<file path="src/rtl/adder_bk_pipe_pkg.sv">
// Shared types and helpers for the Brent-Kung adder family.
package adder_pkg;

  localparam int WIDTH_MIN = 4;
  localparam int WIDTH_MAX = 64;

  // Prefix-cell signal pair: group propagate / group generate.
  typedef struct packed {
    logic p;
    logic g;
  } pg_t;

  // Level counts of the Brent-Kung tree.
  typedef struct packed {
    int unsigned up;
    int unsigned dn;
  } bk_lvl_t;

  // Up-sweep spans log2(w) levels; the down-sweep needs one fewer.
  function automatic bk_lvl_t bk_levels(input int unsigned w);
    bk_lvl_t r;
    r.up = $clog2(w);
    r.dn = r.up - 1;
    return r;
  endfunction

endpackage

</file>
<file path="src/rtl/adder_bk_pipe_tree.sv">
// Brent-Kung carry tree, split so a register can sit between the sweeps.

// Black cell: combines two (G,P) groups into one.
module black_cell
  import adder_pkg::*;
(
  input  pg_t hi_i,
  input  pg_t lo_i,
  output pg_t pg_o
);
  assign pg_o.g = hi_i.g | (hi_i.p & lo_i.g);
  assign pg_o.p = hi_i.p & lo_i.p;
endmodule

// Gray cell: generate-only combine, used where the group reaches bit 0.
module gray_cell
  import adder_pkg::*;
(
  input  pg_t  hi_i,
  input  logic lo_g_i,
  output logic g_o
);
  assign g_o = hi_i.g | (hi_i.p & lo_g_i);
endmodule

// Purely combinational tree. up_o are the power-of-two span groups; the
// down-sweep consumes grp_i (up_o, optionally registered) and produces
// every carry c[i] = G[i:0] (carry-in already folded into bit 0).
module carry_tree_bk_n
  import adder_pkg::*;
#(
  parameter int WIDTH = 32
) (
  input  pg_t  [WIDTH-1:0] pg_i,
  output pg_t  [WIDTH-1:0] up_o,
  input  pg_t  [WIDTH-1:0] grp_i,
  output logic [WIDTH-1:0] c_o
);
  localparam bk_lvl_t LV = bk_levels(WIDTH);
  localparam int UP = int'(LV.up);
  localparam int DN = int'(LV.dn);

  // Up-sweep: at level l, bit i with (i+1) a multiple of 2^l absorbs the
  // group ending 2^(l-1) bits below it.
  for (genvar l = 0; l <= UP; l++) begin : g_up
    pg_t [WIDTH-1:0] n;
    if (l == 0) begin : g_in
      assign n = pg_i;
    end else begin : g_lvl
      localparam int S = 1 << (l - 1);
      for (genvar i = 0; i < WIDTH; i++) begin : g_bit
        if (((i + 1) % (2 * S)) == 0) begin : g_blk
          black_cell u_cell (
            .hi_i (g_up[l-1].n[i]),
            .lo_i (g_up[l-1].n[i-S]),
            .pg_o (n[i])
          );
        end else begin : g_pass
          assign n[i] = g_up[l-1].n[i];
        end
      end
    end
  end
  assign up_o = g_up[UP].n;

  // Down-sweep: fill the mid-span carries from the widest span downwards.
  // The hi operand is never touched by an earlier down level, so it is
  // taken straight from grp_i.
  for (genvar j = 0; j <= DN; j++) begin : g_dn
    logic [WIDTH-1:0] g;
    if (j == 0) begin : g_in
      for (genvar i = 0; i < WIDTH; i++) begin : g_bit
        assign g[i] = grp_i[i].g;
      end
    end else begin : g_lvl
      localparam int S = 1 << (UP - j - 1);
      for (genvar i = 0; i < WIDTH; i++) begin : g_bit
        if ((i >= 2 * S) && (((i + 1) % (2 * S)) == S)) begin : g_gry
          gray_cell u_cell (
            .hi_i   (grp_i[i]),
            .lo_g_i (g_dn[j-1].g[i-S]),
            .g_o    (g[i])
          );
        end else begin : g_pass
          assign g[i] = g_dn[j-1].g[i];
        end
      end
    end
  end
  assign c_o = g_dn[DN].g;

endmodule

</file>
<file path="src/rtl/adder_bk_pipe.sv">
// Pipelined Brent-Kung adder/subtractor with valid/ready flow control.
module adder_bk_pipe
  import adder_pkg::*;
#(
  parameter int WIDTH   = 32,
  parameter int REG_MID = 1,
  parameter int TAG_W   = 4
) (
  input  logic             clk_i,
  input  logic             rst_i,
  input  logic             valid_i,
  output logic             ready_o,
  input  logic [WIDTH-1:0] a_i,
  input  logic [WIDTH-1:0] b_i,
  input  logic             carry_i,
  input  logic             sub_i,
  input  logic [TAG_W-1:0] tag_i,
  output logic             valid_o,
  input  logic             ready_i,
  output logic [WIDTH-1:0] sum_o,
  output logic             carry_o,
  output logic             ovf_o,
  output logic [TAG_W-1:0] tag_o
);
  localparam int LAT = 2 + REG_MID;

  if (WIDTH < WIDTH_MIN || WIDTH > WIDTH_MAX || (WIDTH & (WIDTH - 1)) != 0
      || TAG_W < 1) begin : g_bad_param
    $error("adder_bk_pipe: WIDTH must be a power of two in 4..64, TAG_W >= 1");
  end

  // ---------------- valid / enable chain ----------------
  logic [LAT-1:0] vld_pipe_q, vld_pipe_d, vld_in, en, ld;

  assign vld_in = {vld_pipe_q[LAT-2:0], valid_i};

  // A stage may advance when the output drains or any stage at or after it
  // is empty; this is the unrolled form of en[k] = !v[k] | en[k+1].
  for (genvar k = 0; k < LAT; k++) begin : g_en
    assign en[k] = ready_i | ~(&vld_pipe_q[LAT-1:k]);
  end

  assign ld         = en & vld_in;
  assign vld_pipe_d = (en & vld_in) | (~en & vld_pipe_q);
  assign ready_o    = en[0];
  assign valid_o    = vld_pipe_q[LAT-1];

  // Valid shift register, cleared on reset so in-flight beats vanish.
  always_ff @(posedge clk_i or posedge rst_i) begin
    if (rst_i) vld_pipe_q <= '0;
    else       vld_pipe_q <= vld_pipe_d;
  end

  // ---------------- stage 0 ----------------
  logic [WIDTH-1:0] b_e, p_d, g_d;
  logic             cin_d;

  // Operand conditioning; carry-in folded into the bit-0 generate.
  always_comb begin
    b_e   = sub_i ? ~b_i : b_i;
    cin_d = sub_i | carry_i;
    p_d   = a_i ^ b_e;
    g_d   = a_i & b_e;
    g_d[0] = g_d[0] | (p_d[0] & cin_d);
  end

  logic [WIDTH-1:0] s0_p_q, s0_g_q;
  logic             s0_cin_q;
  logic [TAG_W-1:0] s0_tag_q;

  // Input register.
  always_ff @(posedge clk_i or posedge rst_i) begin
    if (rst_i) begin
      s0_p_q   <= '0;
      s0_g_q   <= '0;
      s0_cin_q <= 1'b0;
      s0_tag_q <= '0;
    end else if (ld[0]) begin
      s0_p_q   <= p_d;
      s0_g_q   <= g_d;
      s0_cin_q <= cin_d;
      s0_tag_q <= tag_i;
    end
  end

  // ---------------- prefix tree ----------------
  pg_t  [WIDTH-1:0] s0_pg, up_pg, mid_pg;
  logic [WIDTH-1:0] carry;
  logic [WIDTH-1:0] mid_p;
  logic             mid_cin;
  logic [TAG_W-1:0] mid_tag;

  for (genvar i = 0; i < WIDTH; i++) begin : g_pg
    assign s0_pg[i].p = s0_p_q[i];
    assign s0_pg[i].g = s0_g_q[i];
  end

  carry_tree_bk_n #(.WIDTH(WIDTH)) u_tree (
    .pg_i  (s0_pg),
    .up_o  (up_pg),
    .grp_i (mid_pg),
    .c_o   (carry)
  );

  if (REG_MID != 0) begin : g_mid
    pg_t  [WIDTH-1:0] s1_grp_q;
    logic [WIDTH-1:0] s1_p_q;
    logic             s1_cin_q;
    logic [TAG_W-1:0] s1_tag_q;

    // Mid-tree register: up-sweep groups plus the stage-0 sideband.
    always_ff @(posedge clk_i or posedge rst_i) begin
      if (rst_i) begin
        s1_grp_q <= '0;
        s1_p_q   <= '0;
        s1_cin_q <= 1'b0;
        s1_tag_q <= '0;
      end else if (ld[1]) begin
        s1_grp_q <= up_pg;
        s1_p_q   <= s0_p_q;
        s1_cin_q <= s0_cin_q;
        s1_tag_q <= s0_tag_q;
      end
    end

    assign mid_pg  = s1_grp_q;
    assign mid_p   = s1_p_q;
    assign mid_cin = s1_cin_q;
    assign mid_tag = s1_tag_q;
  end else begin : g_nomid
    assign mid_pg  = up_pg;
    assign mid_p   = s0_p_q;
    assign mid_cin = s0_cin_q;
    assign mid_tag = s0_tag_q;
  end

  // ---------------- output stage ----------------
  logic [WIDTH-1:0] sum_d;
  logic             carry_d, ovf_d;

  // Sum and flags: carry into bit i is c[i-1], or c_in for bit 0.
  always_comb begin
    sum_d   = mid_p ^ {carry[WIDTH-2:0], mid_cin};
    carry_d = carry[WIDTH-1];
    ovf_d   = carry[WIDTH-1] ^ carry[WIDTH-2];
  end

  // Output register; holds while stalled because ld is low.
  always_ff @(posedge clk_i or posedge rst_i) begin
    if (rst_i) begin
      sum_o   <= '0;
      carry_o <= 1'b0;
      ovf_o   <= 1'b0;
      tag_o   <= '0;
    end else if (ld[LAT-1]) begin
      sum_o   <= sum_d;
      carry_o <= carry_d;
      ovf_o   <= ovf_d;
      tag_o   <= mid_tag;
    end
  end

endmodule
</file>
<file path="config.mk">
export PLATFORM = sky130hd
export DESIGN_NAME = adder_bk_pipe
export DESIGN_NICKNAME = d
export VERILOG_FILES = /design/src/rtl/adder_bk_pipe_pkg.sv /design/src/rtl/adder_bk_pipe_tree.sv /design/src/rtl/adder_bk_pipe.sv
export SDC_FILE = /design/constraint.sdc
export NUM_CORES = 1
export LEC_CHECK = 0
export CAP_MARGIN = 0
export CORE_MARGIN = 1.5
export CORE_UTILIZATION = 50
export CTS_CLUSTER_DIAMETER = 30
export DETAILED_ROUTE_END_ITERATION = 8
export PLACE_DENSITY_LB_ADDON = 0.15
export SLEW_MARGIN = 20
export SYNTH_ARGS = -nofsm -noshare
export SYNTH_HDL_FRONTEND = slang
export SYNTH_SLANG_ARGS = --single-unit
export TNS_END_PERCENT = 50
</file>
<file path="constraint.sdc">
create_clock -name clk_i -period 6.03 [get_ports clk_i]
set_input_delay 1.206 -clock clk_i [delete_from_list [all_inputs] [get_ports clk_i]]
set_output_delay 1.206 -clock clk_i [all_outputs]
set_load 0.05 [all_outputs]
</file>
======== Word level (Yosys, flattened, before mapping) ========
Cells that the tools add are included.
W data, S select, Z words.
storage, ports and cells
  flip-flop bits (word level) ............. 205
  word-level logic and storage cells ...... 231
  output and inout bits ................... 40
  input bits .............................. 74
operators by class
  muxes and demuxes ....................... 1
  reductions and logical operators ........ 2
  bitwise gates (word level) .............. 158
operators with widths
  operator           number
  $and A1 B1 Y1      84
  $xor A32 B32 Y32   2
  $or A1 B1 Y1       62
  $and A32 B32 Y32   1
  $mux W32           1
  $not A32 Y32       1
  $and A3 B3 Y3      2
  $not A1 Y1         3
  $not A3 Y3         1
  $or A3 B3 Y3       1
  $reduce_and A3 Y1  1
  $reduce_and A2 Y1  1
  $xor A1 B1 Y1      1

======== Depth between registers and ports, before layout ========
  depth in word-level cells ............... 10
  mapped depth ............................ 7

======== Cells and area by module ========
A second synthesis with hierarchy kept.
unflattened totals
  cell total of the unflattened synthesis .. 681
  area, all modules ....................... 10343.7 um2
modules (own cells, without submodules)
  module           area each (um2)  cells each  instances  seq. area each (um2)
  adder_bk_pipe    9397.8           555         1          5280.1
  black_cell       15.0             2           31         0.0
  carry_tree_bk_n  285.3            38          1          0.0
  gray_cell        7.5              1           26         0.0

======== Worst setup path after synthesis ========
OpenSTA, ideal clock, no wires.
  path kind ............................... input-to-output
  from .................................... input port ready_i
  to ...................................... output port ready_o
  cell stages on the path ................. 1
  required time ........................... 4.824 ns
  data arrival time ....................... 1.809 ns
  buffers on the path ..................... 0
  path slack .............................. 3.015 ns
  path through ............................ nand4b_1
between the ends
  word-level cells in the longest chain between the ends .. 1
ends and longest elaborated chain
  item                RTL line             text
  start: declaration  adder_bk_pipe.sv:19  input logic ready_i,
  $or A1 B1 Y1        adder_bk_pipe.sv:40  assign en[k] = ready_i | ~(&vld_pipe_q[LAT-1:k]);
  end: declaration    adder_bk_pipe.sv:12  output logic ready_o,
No other way between the ends.

======== Final worst setup path ========
Ends and elaborated chain as after synthesis.

==> qor.csv <==
metric,value,unit
Skew-Pair Late Insertion Delay,0.43,ns
CTS buffer count,17,
VDD IR max,0.000271,V
worst-margin pin slew,1.06,ns
CTS Buffer Depth,2,
number of nets with antenna violations after detailed routing,0,
predominant post-synthesis flop cell,sky130_fd_sc_hd__dfrtp_1,
cell area after synthesis,8620,µm²
startpoint kind of the worst setup timing path,input port,
Yosys reg bits,190,
Final Max Tran Viols,0,
hold buffer count at cts,0,
post-layout util,62.8,%
net count of the mapped netlist,769,
r2r endpoint,g_mid.s1_p_q[4],
first-pass GRT wire length,27100,µm
sequential area share after synthesis,55.2,%
number of enable flip-flop cells after synthesis,0,
cell taking the most area after synthesis,sky130_fd_sc_hd__dfrtp_1,
CTS Root Cell,sky130_fd_sc_hd__clkbuf_16,
clock sink count,190,
detailed placement HPWL,10600,µm
total routing usage reported by global routing,19.2,%
post-synthesis cell count,648,
Clock Skews,0.00866,ns
reported max-cap violation count,0,
Total Negative Setup Slacks,0,ns
run status,completed,
cell leakage power,4.73,nW
post-cts repair resize count,0,
number of iterations in the first detailed-routing pass,4,
number of nets in the finished design,877,
total via count after detailed routing,5180,
routed wire length,16100,µm
Critical Path RT,4.82,ns
hold path endpoint,sum_o[5],
R2R Setup Slk,3.81,ns
Area Growth Syn to Fin,21.8,%
top fanout value on the critical path,3,
final critical-path required period,3.96,ns
global route total overflow,0,
number of global-route vias before repair,5468,
setup bufs post-CTS,0,
critical setup path kind,input port to output pin,
clock-pin slew reported for the worst setup and hold paths after clock tree synthesis,0.06,ns
initial cell density of the core,51.6,%
Worst Hold Depth,2,
clock tree from TritonCTS,done,
htree depth,4,
initial antenna violation count,0,
number of diodes,0,
relative slew slack,29.0,%
part of the cycle the worst path needs,65.6,%
fraction of final layout cells with drive strength greater than 1,24.7,%
Mapped Avg Cell Area,13.3,µm²
Std-Cell Core Area,16700,µm²
pin count of the biggest net entering global routing,191,
worst r2r path cells,4,
power density cells,443,nW/µm²
proportion of synthesized flip-flops having asynchronous set or reset,100,%
DRC marker count from the first detailed-route iteration,177,
final setup violation count,0,
start point of the worst hold path,sum_o[5],
per-cell routed wire length,16.2,µm
highest achievable clock rate,0.253,GHz
share of Yosys cell area claimed by the top area cell type,55.2,%
library cells used by synthesis,45,
RSZ-0062 raised after global routing,false,
placement row count,47,
final count of hold timing violations,0,
min-delay worst type,flip-flop to flip-flop,
IO Count,114,
Vert. Die Dim,134,µm
weighted congestion at the end of routability-driven global placement,0.768,
total power,4.65,mW
number of input and output port buffers inserted,113,
"Data arrival, critical path",2.75,ns
Critical Path End Type,output pin,
die width,134,µm
Ys Warns,0,
cell types occupying the most area after synthesis,"sky130_fd_sc_hd__dfrtp_1, sky130_fd_sc_hd__mux2_2, sky130_fd_sc_hd__ha_1",
Via-to-Cell Ratio,5.24,
DRC violation count after routing,0,
die outline area,18000,µm²
worst max-delay path, cell delays in order:
cell	delay (ns)
sky130_fd_sc_hd__clkdlybuf4s50_1	0.49
sky130_fd_sc_hd__nand4b_1	0.21
sky130_fd_sc_hd__clkdlybuf4s50_1	0.85
worst max-delay path by stage:
stage,from,end,slack [ns],cells after the start
floorplan,rst_i,asynchronous set/reset pin,2.38,1
global placement,ready_i,ready_o,2.11,3
detailed placement,ready_i,ready_o,2.07,3
CTS,ready_i,ready_o,2.07,3
global route,ready_i,ready_o,2.04,3
finish,ready_i,ready_o,2.07,3
registers in the layout (all words and copies together) (netlist names), 4 cells and up, named ones only:
| signal | cells |
|---|---|
| g_mid.s1_p_q | 32 |
| tag_o | 4 |
| s0_tag_q | 4 |
| s0_g_q | 32 |
| s0_p_q | 32 |
| g_mid.s1_tag_q | 4 |
| g_mid.s1_grp_q | 43 |
| sum_o | 32 |
cells in the final DEF, fill, tap and decap left out, types with 3 or more instances in the layout:
master	count
sky130_fd_sc_hd__a21o_1	15
sky130_fd_sc_hd__a21oi_1	9
sky130_fd_sc_hd__a21oi_2	3
sky130_fd_sc_hd__bufinv_16	4
sky130_fd_sc_hd__clkbuf_16	17
sky130_fd_sc_hd__clkdlybuf4s50_1	112
sky130_fd_sc_hd__clkinv_2	5
sky130_fd_sc_hd__clkinvlp_4	4
sky130_fd_sc_hd__dfrtp_1	190
sky130_fd_sc_hd__ha_1	47
sky130_fd_sc_hd__inv_1	3
sky130_fd_sc_hd__mux2_1	5
sky130_fd_sc_hd__mux2_2	139
sky130_fd_sc_hd__nand2_1	54
sky130_fd_sc_hd__nand2b_1	4
sky130_fd_sc_hd__nand3_1	3
sky130_fd_sc_hd__nand4_1	5
sky130_fd_sc_hd__nor2_1	20
sky130_fd_sc_hd__o21ai_0	40
sky130_fd_sc_hd__o21ai_1	3
sky130_fd_sc_hd__xor2_1	48
per-layer routing:
metal  part of all wire, %  track usage [%]  up-vias
li1                      -                -     2483
met1                    46             24.8     2572
met2                    49             31.9      100
met3                   3.4             4.42       25
met4                   1.6             6.39        0
met5                     0                0        -
where the power goes:
group          switching, mW  internal (mW)  total (mW)  leakage [nW]
combinational          0.876          0.681        1.56          2.12
sequential             0.265           1.66        1.93          2.31
clock                  0.465          0.701        1.17         0.296
synth_stat cells, drive strengths merged (5+ instances only):
| cell | instances |
|---|---|
| ha | 47 |
| a21oi | 12 |
| xor2 | 48 |
| a21o | 16 |
| buf | 24 |
| nand2 | 57 |
| mux2 | 144 |
| nand4 | 5 |
| o21ai | 43 |
| dfrtp | 190 |
| nor2 | 20 |
| inv | 5 |
per-stage QoR:
stage	cell area, µm²	hold slack [ns]	std cells	worst slack (ns)
2_1_floorplan	8620	0.448	648	2.38
3_3_place_gp	9850	0.461	956	2.11
3_5_place_dp	9850	0.469	956	2.07
4_1_cts	10500	0.484	988	2.07
5_1_grt	10500	0.504	989	2.04
6_report	10500	0.476	989	2.07
final cells by class:
class / instances / area, µm²
inverters: 5 / 22.5
repair buffers: 117 / 1190
well taps: 220 / 275
clock inverters: 12 / 168
multi-input cells: 425 / 3640
fillers: 1344 / 6200
clock buffers: 20 / 447
flip-flops and latches: 190 / 4750
kinds of logic (layout without fill, tap and decap cells):
family,Yosys count,in the layout,share of synthesized area (%)
xor+xnor,50,50,5.08
buf+inv,33,154,2.76
mux,144,144,18.8
simple gates,100,100,5.15
flops,190,190,55.2
compound gates,84,84,6.20
fa+ha+maj,47,47,6.82
Note: power is estimated with default switching activity, not from simulation.
==> patch 1 (same flow settings) <==
`REG_MID`: 1 -> 0.
--- a/src/rtl/adder_bk_pipe.sv
+++ b/src/rtl/adder_bk_pipe.sv
@@ -3,7 +3,7 @@
   import adder_pkg::*;
 #(
   parameter int WIDTH   = 32,
-  parameter int REG_MID = 1,
+  parameter int REG_MID = 0,
   parameter int TAG_W   = 4
 ) (
   input  logic             clk_i,
Function: changed (Yosys sat finds a counterexample within 4 cycles, from zero or initial values and one cycle with rst_i high).
==> patch 1 against the unedited design <==
Sequential cell count shrank 81. Total power shrank 40%. Sequential power shrank 44%. Wire length shrank 33%. Non-clock buffer count shrank 1. Area after synthesis shrank 36%. Clock power shrank 60%. Worst setup slack gained 0.081 ns. Combinational power shrank 21%. Register-to-register slack lost 0.90 ns. Cell area shrank 33%.
==> patch 1: results (changes against the unedited design) <==
Parameter                              Value

Clocking
  Clock Tree Root    sky130_fd_sc_hd__clkbuf_8
  Cts bufs inserted    9 (-8)
  H-tree levels    3 (-1)
  Clock insertion delay at the later pin of the skew report    0.37 ns (-0.06 ns)
  Worst-path clk slew    0.11 ns (+0.05 ns)

Final layout
  Share of post-route cells with drive strength above 1    0.220 (-0.0270)
  Post-route insts no fill    699 (-29%)

Synthesis
  XOR/XNOR Fraction of Synth Area    0.0759 (+0.0251)
  Compound-gate portion of the synthesized area    0.0714 (+0.00942)
  Post-synthesis mux area share    0.181 (-0.00714)
  Synth top area cells    sky130_fd_sc_hd__dfrtp_1 49%, sky130_fd_sc_hd__mux2_2 18%, sky130_fd_sc_hd__ha_1 11%
  Top cell types by occurrence after synthesis    109 x sky130_fd_sc_hd__dfrtp_1, 89 x sky130_fd_sc_hd__mux2_2, 48 x sky130_fd_sc_hd__ha_1
  Portion of the post-synthesis area used by sequential elements    0.493 (-0.0590)
  Synthesized Nets    566 (-26%)

Power
  Leakage dissipation    3.18 nW (-33%)
  Maximum vdd ir drop    0.281 mV (+3.8%)

Timing
  Hold_ws    0.494 ns (+0.0179 ns)
  Clock Skews    0.0185 ns (+0.00986 ns)
  Slew @ Worst Pin    1.03 ns (-0.0361 ns)

Outcome
  Result of the run    finished, final reports clean

GRT
  Maximum number of pins on one net before global-route repair    72 (-62%)
  Global-route met3 utilization    0.0350 (-0.00926)
  First-pass GRT wire length    17.7 mm (-35%)
  Met1 Track Usage GR    0.238 (-0.00933)

Drt
  Via-per-instance ratio    5.23 (about the same)
  Number of design-rule violations left by the first detailed-router iteration    111 (-37%)
  Detailed-routing wirelength on met1    4.81 mm (-34%)

Critical path
  Worst reg2reg path depth    13 (+9)
  Internal reg-to-reg setup slack    2.91 ns (-0.90 ns)
  Highest cell delay on the worst timing path    0.82 ns (-0.03 ns)

Hold path
  Worst Hold Path EP    sum_o[9]
-- patch 1: cell types whose count changed after synthesis, sizes merged, moves of 3 or more --
cell / change
mux2: -55
nand2: -30
o21ai: -22
and4: -3
buf: -13
dfrtp: -81
a21o: -3
-- patch 1: worst max path at each step --
stage                  from                    endpoint  slack, ns  cells after the start
global route        ready_i                     ready_o       2.12                      3
global placement    ready_i                     ready_o       2.18                      3
finish              ready_i                     ready_o       2.15                      3
detailed placement  ready_i                     ready_o       2.17                      3
CTS                 ready_i                     ready_o       2.16                      3
floorplan             rst_i  asynchronous set/reset pin       1.95                      1
-- patch 1: power by group --
group	total, mW	internal, mW	switching, mW
sequential	1.09	0.938	0.153
clock	0.468	0.219	0.248
combinational	1.23	0.511	0.721
-- patch 1: area by class of cell --
type	count	area [um2]
Inverter	7	28.8
Fill cell	889	3820
Tap cell	140	175
Clock buffer	11	151
Sequential cell	109	2730
Multi-Input combinational cell	311	2720
Timing Repair Buffer	116	1150
Clock inverter	5	65.1
==> patch 2 (same flow settings) <==
Without the edit above. Put one more register stage on the output `ovf_o`, cleared by the reset. The value now appears one clock later. The other outputs are not delayed to match.
--- a/src/rtl/adder_bk_pipe.sv
+++ b/src/rtl/adder_bk_pipe.sv
@@ -23,6 +23,8 @@
   output logic [TAG_W-1:0] tag_o
 );
   localparam int LAT = 2 + REG_MID;
+
+  logic ovf_s0;
 
   if (WIDTH < WIDTH_MIN || WIDTH > WIDTH_MAX || (WIDTH & (WIDTH - 1)) != 0
       || TAG_W < 1) begin : g_bad_param
@@ -150,14 +152,22 @@
     if (rst_i) begin
       sum_o   <= '0;
       carry_o <= 1'b0;
-      ovf_o   <= 1'b0;
+      ovf_s0  <= 1'b0;
       tag_o   <= '0;
     end else if (ld[LAT-1]) begin
       sum_o   <= sum_d;
       carry_o <= carry_d;
-      ovf_o   <= ovf_d;
+      ovf_s0  <= ovf_d;
       tag_o   <= mid_tag;
     end
   end
 
+  always_ff @(posedge clk_i or posedge rst_i) begin
+    if (rst_i) begin
+      ovf_o <= '0;
+    end else begin
+      ovf_o <= ovf_s0;
+    end
+  end
+
 endmodule
Behaviour: not the same (a bounded check fails within 4 cycles, from zero or initial values and one cycle with rst_i high).
==> patch 2 against the unedited design <==
Sequential cell count up 1. Count of clock-buffer cells in the layout up 1. Sequential power about the same. Total power about the same. Critical path depth unchanged. Worst setup slack worse by 0.0051 ns. Cell area down 0.38%. Non-clock buffer count unchanged. Area after synthesis down 1.4%. Wire length down 1.0%. Die area down 1.4%.
==> patch 2: results (changes against the unedited design) <==
Parameter                              Value

Outcome
  Result of the run    finished, final reports clean

Final layout
  Share of post-route cells with drive strength above 1    0.242 (-0.00524)
  Final net count    873 (-0.46%)
  Largest register by flop count    g_mid.s1_grp_q
  Relative area of clock buffers and inverters in the final design    0.0595 (+0.000942)
  Fraction of area in registers    0.457 (+0.00413)
  Footprint of the multi-input gates    3590 um2 (-1.3%)
  Final-layout non-clock buffer area share    0.112 (-0.00148)
  Number of fill cells    1303 (-3.1%)
  Non-clock inverter count in the final layout    4 (-1)
  Comb_multi_in    421 (-0.94%)
  Clock buf count    21 (+5.0%)

Critical path
  Internal reg-to-reg setup slack    3.57 ns (-0.24 ns)
  Worst reg2reg path depth    6 (+2)
  CP Data Arrival Time    2.76 ns (about the same)
  Capture point of the worst reg-to-reg path    g_mid.s1_grp_q[62]

Place
  Cell Area, Placed    9830 um2 (-0.20%)
  HPWL reported at the end of detailed placement    10.6 mm (-0.14%)
  Final GP Congestion    0.779 (+1.5%)

Drt
  WL met2    7.97 mm (+0.34%)
  Detail Route met3 WL    511 um (-7.4%)
  Number of design-rule violations left by the first detailed-router iteration    213 (+20%)
  Detailed-routing wirelength on met1    7.29 mm (-0.23%)
  Routed length per instance    16.1 um (-0.64%)

Power
  Switching pwr    1.59 mW (-1.1%)
  Leakage dissipation    4.73 nW (+0.11%)
  Maximum vdd ir drop    0.253 mV (-6.8%)

GRT
  Global-route met3 utilization    0.0392 (-0.00502)
  Maximum number of pins on one net before global-route repair    192 (+0.52%)
  Met1 Track Usage GR    0.251 (+0.00302)
  GRT Util Overall    0.192 (+0.000746)
  Via count of the first global-routing pass    5543 (+1.4%)
  Global routing usage on met2    0.326 (+0.00676)
  First-pass GRT wire length    27.0 mm (-0.38%)

Synthesis
  Top cell types by occurrence after synthesis    191 x sky130_fd_sc_hd__dfrtp_1, 144 x sky130_fd_sc_hd__mux2_2, 59 x sky130_fd_sc_hd__nand2_1
  Synth top area cells    sky130_fd_sc_hd__dfrtp_1 56%, sky130_fd_sc_hd__mux2_2 19%, sky130_fd_sc_hd__ha_1 6.9%
  Count of unique library cells instantiated by Yosys    37 (-18%)
  Synthesized Nets    765 (-0.52%)
  Portion of the post-synthesis area used by sequential elements    0.563 (+0.0109)
  Flop and latch count out of synthesis    191 (+0.53%)

Timing
  Clock Skews    0.00846 ns (-0.000203 ns)
  Worst slew margin    0.334 (+0.0438)

Die
  Area enclosed by the die boundary    17800 um2 (-1.4%)

Hold path
  Worst Hold Path EP    ovf_o
  Hold Path Depth    0 (-2)
patch 2: cell types whose count changed in the layout (fill, tap and decap cells not counted), sizes merged, moves of 2 or more:
cell,delta
o31ai,+2
nand2,+2
nand3,-2
a21oi,-2
nor2,-2
o21ai,-3
clkinvlp,-2
patch 2: through the flow:
stage	std cells	hold WS (ns)	setup slack [ns]	util	total power, mW
5_1_grt	985	0.392	2.04	0.631	4.91
2_1_floorplan	644	0.354	2.36	-	2.97
4_1_cts	985	0.379	2.07	0.631	4.70
3_3_place_gp	953	0.361	2.12	0.593	3.46
6_report	985	0.381	2.07	0.631	4.65
3_5_place_dp	953	0.363	2.08	0.593	3.52
patch 2: kinds of logic after synthesis:
family | count (synthesis) | synth area share
compound gates | 82 | 0.0579
xor+xnor | 50 | 0.0515
fa+ha+maj | 47 | 0.0692
buf+inv | 32 | 0.0166
flops | 191 | 0.563
mux | 145 | 0.192
simple gates | 97 | 0.0501
